<file path="config.mk">
export PLATFORM = sky130hd
export DESIGN_NAME = oob_sequencer
export DESIGN_NICKNAME = d
export VERILOG_FILES = /design/src/rtl/oob_sequencer.sv
export SDC_FILE = /design/constraint.sdc
export NUM_CORES = 1
export LEC_CHECK = 0
export ABC_AREA = 1
export CAP_MARGIN = 20
export CORE_UTILIZATION = 51
export DETAILED_ROUTE_END_ITERATION = 12
export PLACE_DENSITY = 0.77
export SLEW_MARGIN = 40
export SYNTH_ARGS = -nofsm -noshare
export SYNTH_HDL_FRONTEND = slang
export SYNTH_SLANG_ARGS = --single-unit
</file>
<file path="constraint.sdc">
create_clock -name clk -period 2.9 [get_ports clk]
set_input_delay 0.29 -clock clk [delete_from_list [all_inputs] [get_ports clk]]
set_output_delay 0.29 -clock clk [all_outputs]
set_load 0.005 [all_outputs]
</file>
<file path="src/rtl/oob_sequencer.sv">
// Host-side out-of-band link sequencer. It runs the COMRESET and COMWAKE exchange,
// locks in on ALIGN and SYNC, watches for link loss in READY, and retries a bounded number of times.
//
// state        | meaning
// -------------+--------------------------------------------------------
// IDLE         | tx idle, waiting for platform_ready
// SEND_RESET   | COMRESET burst in flight
// WAIT_INIT    | waiting for device COMINIT
// WAIT_NO_INIT | waiting for COMINIT to end, then issue COMWAKE
// SEND_WAKE    | COMWAKE burst in flight
// WAIT_WAKE    | waiting for device COMWAKE
// WAIT_NO_WAKE | waiting for COMWAKE to end
// WAIT_ALIGN   | sending dial tone, waiting for ALIGN
// SEND_ALIGN   | sending ALIGN until the device stops sending ALIGN
// DETECT_SYNC  | sending ALIGN, waiting for SYNC
// READY        | link up, watching for COMINIT or electrical idle
// FAIL         | retries exhausted, waiting for platform_ready low
module oob_sequencer #(
   parameter logic [31:0] RESET_CYCLES   = 32'd162,
   parameter logic [31:0] WAKE_CYCLES    = 32'd155,
   parameter logic [31:0] INIT_TIMEOUT   = 32'h00040000,
   parameter logic [31:0] NO_INIT_CYCLES = 32'h00001000,
   parameter logic [31:0] WAKE_TIMEOUT   = 32'h000203AD,
   parameter logic [31:0] ALIGN_TIMEOUT  = 32'h000203AD,
   parameter int unsigned MAX_RETRIES    = 4,
   parameter int unsigned ALIGN_RELEASE  = 4,
   parameter bit          REQUIRE_SYNC   = 1'b1,
   parameter int unsigned LOSS_CYCLES    = 16
) (
   input  logic        clk,
   input  logic        rst,
   input  logic        platform_ready,
   input  logic        tx_oob_complete,
   input  logic        comm_init_detect,
   input  logic        comm_wake_detect,
   input  logic [31:0] rx_din,
   input  logic [3:0]  rx_is_k,
   input  logic        rx_byte_is_aligned,
   input  logic        rx_is_elec_idle,
   output logic        tx_comm_reset,
   output logic        tx_comm_wake,
   output logic [31:0] tx_dout,
   output logic        tx_is_k,
   output logic        tx_set_elec_idle,
   output logic        linkup,
   output logic        platform_error,
   output logic [3:0]  retry_count,
   output logic [3:0]  lax_state
);

   localparam logic [31:0] ALIGN_PRIM  = 32'h7B4A4ABC;
   localparam logic [31:0] SYNC_PRIM   = 32'hB5B5957C;
   localparam logic [31:0] DIALTONE    = 32'h4A4A4A4A;
   localparam logic [3:0]  RETRY_LIMIT = 4'(MAX_RETRIES);
   localparam logic [3:0]  REL_LIMIT   = 4'(ALIGN_RELEASE);
   localparam logic [7:0]  LOSS_LIMIT  = 8'(LOSS_CYCLES);

   typedef enum logic [3:0] {
      ST_IDLE         = 4'h0,
      ST_SEND_RESET   = 4'h1,
      ST_WAIT_INIT    = 4'h2,
      ST_WAIT_NO_INIT = 4'h3,
      ST_SEND_WAKE    = 4'h4,
      ST_WAIT_WAKE    = 4'h5,
      ST_WAIT_NO_WAKE = 4'h6,
      ST_WAIT_ALIGN   = 4'h7,
      ST_SEND_ALIGN   = 4'h8,
      ST_DETECT_SYNC  = 4'h9,
      ST_READY        = 4'hA,
      ST_FAIL         = 4'hB
   } state_t;

   state_t      state;
   state_t      state_nxt;
   logic [31:0] timer;
   logic [31:0] timer_nxt;
   logic [3:0]  retry_nxt;
   logic [3:0]  rel_cnt;
   logic [3:0]  rel_nxt;
   logic [7:0]  loss_cnt;
   logic [7:0]  loss_nxt;
   logic        retry_evt;
   logic        timeout;
   logic        align_det;
   logic        sync_det;

   assign timeout   = (timer == 32'd0);
   assign align_det = (rx_is_k != 4'd0) && (rx_din == ALIGN_PRIM) && rx_byte_is_aligned;
   assign sync_det  = (rx_is_k != 4'd0) && (rx_din == SYNC_PRIM);
   assign lax_state = state;

   always_comb begin
      state_nxt = state;
      timer_nxt = (timer != 32'd0) ? timer - 32'd1 : timer;
      retry_nxt = retry_count;
      rel_nxt   = rel_cnt;
      loss_nxt  = loss_cnt;
      retry_evt = 1'b0;
      case (state)
         ST_IDLE:
            if (platform_ready) state_nxt = ST_SEND_RESET;
         ST_SEND_RESET:
            if (timeout || tx_oob_complete) state_nxt = ST_WAIT_INIT;
         ST_WAIT_INIT:
            if (comm_init_detect) state_nxt = ST_WAIT_NO_INIT;
            else if (timeout)     retry_evt = 1'b1;
         ST_WAIT_NO_INIT:
            if (!comm_init_detect && (timeout || tx_oob_complete)) state_nxt = ST_SEND_WAKE;
         ST_SEND_WAKE:
            if (timeout || tx_oob_complete) state_nxt = ST_WAIT_WAKE;
         ST_WAIT_WAKE:
            if (comm_wake_detect) state_nxt = ST_WAIT_NO_WAKE;
            else if (timeout)     retry_evt = 1'b1;
         ST_WAIT_NO_WAKE:
            if (!comm_wake_detect) state_nxt = ST_WAIT_ALIGN;
         ST_WAIT_ALIGN:
            if (align_det)    state_nxt = ST_SEND_ALIGN;
            else if (timeout) retry_evt = 1'b1;
         ST_SEND_ALIGN:
            // only an unbroken run of non-ALIGN words releases the state
            if (align_det)
               rel_nxt = 4'd0;
            else if (rel_cnt + 4'd1 == REL_LIMIT)
               state_nxt = REQUIRE_SYNC ? ST_DETECT_SYNC : ST_READY;
            else
               rel_nxt = rel_cnt + 4'd1;
         ST_DETECT_SYNC:
            if (sync_det)     state_nxt = ST_READY;
            else if (timeout) retry_evt = 1'b1;
         ST_READY:
            if (comm_init_detect)
               state_nxt = ST_IDLE;
            else if (rx_is_elec_idle) begin
               if (loss_cnt + 8'd1 == LOSS_LIMIT) state_nxt = ST_IDLE;
               else                               loss_nxt  = loss_cnt + 8'd1;
            end else
               loss_nxt = 8'd0;
         ST_FAIL:
            if (!platform_ready) begin
               state_nxt = ST_IDLE;
               retry_nxt = 4'd0;
            end
         default:
            state_nxt = ST_IDLE;
      endcase

      if (retry_evt) begin
         if (retry_count + 4'd1 == RETRY_LIMIT) begin
            state_nxt = ST_FAIL;
         end else begin
            retry_nxt = retry_count + 4'd1;
            state_nxt = ST_IDLE;
         end
      end

      // losing the platform clocks aborts any sequence in progress without counting a retry
      if (!platform_ready && state != ST_IDLE && state != ST_FAIL) begin
         state_nxt = ST_IDLE;
         retry_nxt = retry_count;
      end

      if (state_nxt == ST_READY) retry_nxt = 4'd0;

      if (state_nxt != state) begin
         rel_nxt  = 4'd0;
         loss_nxt = 8'd0;
         case (state_nxt)
            ST_SEND_RESET:   timer_nxt = RESET_CYCLES;
            ST_WAIT_INIT:    timer_nxt = INIT_TIMEOUT;
            ST_WAIT_NO_INIT: timer_nxt = NO_INIT_CYCLES;
            ST_SEND_WAKE:    timer_nxt = WAKE_CYCLES;
            ST_WAIT_WAKE:    timer_nxt = WAKE_TIMEOUT;
            ST_WAIT_ALIGN:   timer_nxt = ALIGN_TIMEOUT;
            ST_DETECT_SYNC:  timer_nxt = ALIGN_TIMEOUT;
            default:         timer_nxt = 32'd0;
         endcase
      end
   end

   // outputs are decoded from the next state so they line up with lax_state
   always_ff @(posedge clk) begin
      if (rst) begin
         state            <= ST_IDLE;
         timer            <= 32'd0;
         retry_count      <= 4'd0;
         rel_cnt          <= 4'd0;
         loss_cnt         <= 8'd0;
         tx_comm_reset    <= 1'b0;
         tx_comm_wake     <= 1'b0;
         tx_dout          <= 32'd0;
         tx_is_k          <= 1'b0;
         tx_set_elec_idle <= 1'b1;
         linkup           <= 1'b0;
         platform_error   <= 1'b0;
      end else begin
         state          <= state_nxt;
         timer          <= timer_nxt;
         retry_count    <= retry_nxt;
         rel_cnt        <= rel_nxt;
         loss_cnt       <= loss_nxt;
         tx_comm_reset  <= (state == ST_IDLE) && (state_nxt == ST_SEND_RESET);
         tx_comm_wake   <= (state == ST_WAIT_NO_INIT) && (state_nxt == ST_SEND_WAKE);
         linkup         <= (state_nxt == ST_READY);
         platform_error <= (state_nxt == ST_FAIL);
         case (state_nxt)
            ST_WAIT_ALIGN: begin
               tx_set_elec_idle <= 1'b0;
               tx_dout          <= DIALTONE;
               tx_is_k          <= 1'b0;
            end
            ST_SEND_ALIGN, ST_DETECT_SYNC, ST_READY: begin
               tx_set_elec_idle <= 1'b0;
               tx_dout          <= ALIGN_PRIM;
               tx_is_k          <= 1'b1;
            end
            default: begin
               tx_set_elec_idle <= 1'b1;
               tx_dout          <= 32'd0;
               tx_is_k          <= 1'b0;
            end
         endcase
      end
   end

endmodule

</file>
==> PnR_summary.wiki <==
{| class="wikitable"
! Metric !! Value
|-
| Number of antenna-violating nets in the routed design || 0
|-
| Arrival time of data at the critical path endpoint || 2.94 ns
|-
| Cell at the root of the clock tree || clkbuf_8
|-
| Global router's overall resource usage || 0.254
|-
| Beginning of the worst hold path || loss_cnt[2]$_SDFFE_PP0P_
|-
| Placeable Area || 7730 µm²
|-
| Cells traversed along the worst timing path || inv_1 > nor2_1 > inv_1 > nor3_1 > inv_1 > nor2_4 > nor2_1 > nand2_2 > nand3_2 > nand2_1 > nand2_1 > nor2_4 > nand3_4 > inv_4 > nand2_1 > nand2_1 > a21oi_1
|-
| Total DRC errors in the routed layout || 0
|-
| WHS Endpoint || loss_cnt[2]$_SDFFE_PP0P_
|-
| Achievable clock frequency || 368 MHz
|-
| Remaining global-route overflow || 0
|-
| Synth Warn # || 0
|-
| Post-DR vias/cell || 5.25
|-
| IO Pins || 90
|-
| Share of flip-flops with an asynchronous set or reset || 0
|-
| Final wirelength || 10.5 mm
|-
| Worst r2r path cells || 17
|-
| Fraction of met1 tracks used by global routing || 0.338
|-
| Ant diodes || 0
|-
| Hold WC Path Type || flip-flop to flip-flop
|-
| Peak VDD IR || 968 µV
|-
| Type of destination of the critical path || flip-flop
|-
| Final non-filler cell area || 5100 µm²
|-
| Primary FF master, synth || dfxtp_1
|-
| Netlist area before placement || 4090 µm²
|-
| Max-capacitance violation count || 0
|-
| Commonest cells after routing, fill and taps aside || nand2_1 (138), nor2_1 (120), clkdlybuf4s50_1 (76), inv_1 (71), dfxtp_1 (61)
|-
| Most frequent standard cell in the layout excluding fill and tap cells || nand2_1
|-
| Critical path required time || 3.13 ns
|-
| Number of enable-type register cells in the synthesized netlist || 0
|-
| Detail-routed net length per standard cell || 12.9 µm
|-
| GR Layer Usage met2 || 0.417
|-
| Number of antenna violations at the first check in global routing || 0
|-
| Kind of launch point of the worst setup path || flip-flop
|-
| Count of standard-cell rows || 32
|-
| Total negative slack for setup checks || 0 ns
|-
| Endpoint of the worst register-to-register path || timer[18]$_SDFFE_PP0P_
|-
| Reg2reg setup slack || 0.18 ns
|-
| Clock slew seen by the registers of the worst setup and hold paths || 0.07 ns
|-
| Leakage dissipation || 0.00228 µW
|-
| Cell area after placement || 4850 µm²
|-
| Number of inserted filler cells in the final layout || 686
|-
| Vertical die dimension || 91.5 µm
|-
| Post-synthesis sequential element count || 61
|-
| Cell with the biggest individual delay on the critical path || dfxtp_1
|-
| Overall die width || 91.5 µm
|-
| First-pass GRT wire length || 17.3 mm
|-
| Final hold vios || 0
|-
| R2r startpoint || lax_state[1]$_SDFF_PP0_
|-
| Total number of H-tree levels || 3
|-
| Insertion delay to the later sink of the worst-skew pair || 0.34 ns
|-
| Layer carrying the most global-route usage || met2
|-
| Clock Skews || 0.00895 ns
|-
| Final critical-path share of the clock period || 0.937
|-
| Die Footprint || 8380 µm²
|-
| Maximum number of pins on one net before global-route repair || 27
|-
| Synthesized instance count || 630
|-
| Top cell family by delay on the critical path || simple AND/OR/NAND/NOR gates
|-
| Clock buffer count from CTS || 9
|-
| Placed Instances || 796
|-
| Mean cell area of the mapped netlist || 6.49 µm²
|-
| Overall power consumption || 5530 µW
|-
| Fraction of final layout cells with drive strength greater than 1 || 0.0969
|-
| Maximum buffer depth of the clock tree || 2
|-
| Cts-stage hold buffer count || 0
|-
| Most frequent CP cell || nand2_1
|-
| Max stage delay on crit path || 0.39 ns
|-
| Combined buffer and inverter count along the critical path || 4
|-
| Layout Nets || 757
|-
| Clock tree from TritonCTS || built
|-
| Number of I/O port buffers || 76
|-
| Cell count of the worst hold path || 2
|-
| Number of library cell types mapped by synthesis || 44
|-
| # setup viols final || 0
|-
| Number of detailed-route iterations in the first pass || 5
|-
| Initial Utilization || 0.529
|-
| Met3 track utilization from global routing || 0.0394
|-
| Number of global-route vias before repair || 3,843
|-
| Minimum period implied by the final worst setup slack || 2.72 ns
|-
| Max-slew violation count || 0
|-
| Placed wire-length estimate || 8.03 mm
|-
| Global placement routability congestion || 0.980
|-
| Number of non-filler instances in the completed layout || 814
|-
| Share of synthesized area occupied by flip-flops and latches || 0.299
|-
| Result of the run || complete, no violations
|-
| Top fanout value on the critical path || 10
|-
| DR iter-0 viols || 235
|-
| Type of the setup path with the least slack || flip-flop to flip-flop
|-
| Layout overhead on the synthesized area || 24.7%
|-
| Power per Cell Area || 1080 nW/µm²
|-
| Clock Sink Count || 61
|-
| Vias || 4,274
|}
layout make-up:
cell class              instances  area (µm²)  share of cell area
clock buffers                  12         145              0.0285
clock inverters                 4        47.5             0.00933
inverters                      75         284              0.0557
multi-input cells             470        2410               0.472
flip-flops and latches         61        1220               0.240
well taps                     102         128              0.0250
repair buffers                 90         866               0.170
what timing repair did:
item,in CTS,in global routing
gates resized for setup,0,12
endpoints found under the setup margin,0,39
hold endpoints to repair,0,0
setup buffers,0,2
cells by family after synthesis:
family	synth area share
other cells	0.000917
fa+ha+maj	0.0184
simple gates	0.413
buf+inv	0.133
flops	0.299
compound gates	0.0698
xor+xnor	0.0664
state kept, by name, indices dropped and copies added, names as in the netlist, 3 cells and up:
name and count:
timer 32, loss_cnt 8, rel_cnt 4, tx_dout 3, lax_state 4, retry_count 4
worst register-to-register path: cells and delay by family, from the launching register on:
family | cells | cell delay [ns]
AND/OR/NAND/NOR | 12 | 1.71
AO/OA/AOI/OAI | 1 | 0.06
flip-flops | 1 | 0.39
buffers and inverters | 4 | 0.46
per-layer routing:
layer / part of all wire / vias up
li1: - / 2124
met4: 0.016 / 0
met5: 0 / -
met1: 0.45 / 1956
met2: 0.47 / 175
met3: 0.066 / 19
cell usage after synthesis, drive strengths merged (2+ instances only):
library cell	number	share of area
nor4	17	0.030
nor3	13	0.017
a21oi	23	0.028
nor2	130	0.12
inv	75	0.069
nand3	42	0.061
nand4	13	0.021
nand2	150	0.15
a211oi	5	0.012
and2	2	0.0031
o21ai	13	0.017
clkbuf	2	0.0018
buf	34	0.062
dfxtp	61	0.30
o21bai	2	0.0037
ha	6	0.018
xor2	16	0.034
nor3b	2	0.0037
xnor2	15	0.032
how the worst max path moves through the flow:
stage | to | depth (start not counted) | start
2_1_floorplan | timer[0]$_SDFFE_PP0P_ | 19 | loss_cnt[0]$_SDFFE_PP0P_
3_3_place_gp | loss_cnt[2]$_SDFFE_PP0P_ | 17 | rx_din[27]
3_5_place_dp | timer[14]$_SDFFE_PP0P_ | 17 | rx_din[27]
4_1_cts | loss_cnt[2]$_SDFFE_PP0P_ | 19 | loss_cnt[0]$_SDFFE_PP0P_
5_1_grt | timer[12]$_SDFFE_PP0P_ | 17 | timer[20]$_SDFFE_PP0P_
6_report | timer[18]$_SDFFE_PP0P_ | 17 | lax_state[1]$_SDFF_PP0_
through the flow:
step / hold WS [ns] / util / worst slack, ns
detailed placement: 0.479 / 0.628 / -0.0440
global route: 0.527 / 0.660 / -0.0304
floorplan: 0.433 / - / 0.600
CTS: 0.488 / 0.653 / 0.133
global placement: 0.475 / 0.628 / 0.0482
finish: 0.489 / 0.660 / 0.182
power breakdown:
group	switching [µW]	internal (µW)	total, µW
clock	328	418	746
sequential	212	1040	1250
combinational	2220	1310	3530
total	2760	2770	5530
No activity file was read; power rests on OpenSTA's default activity.
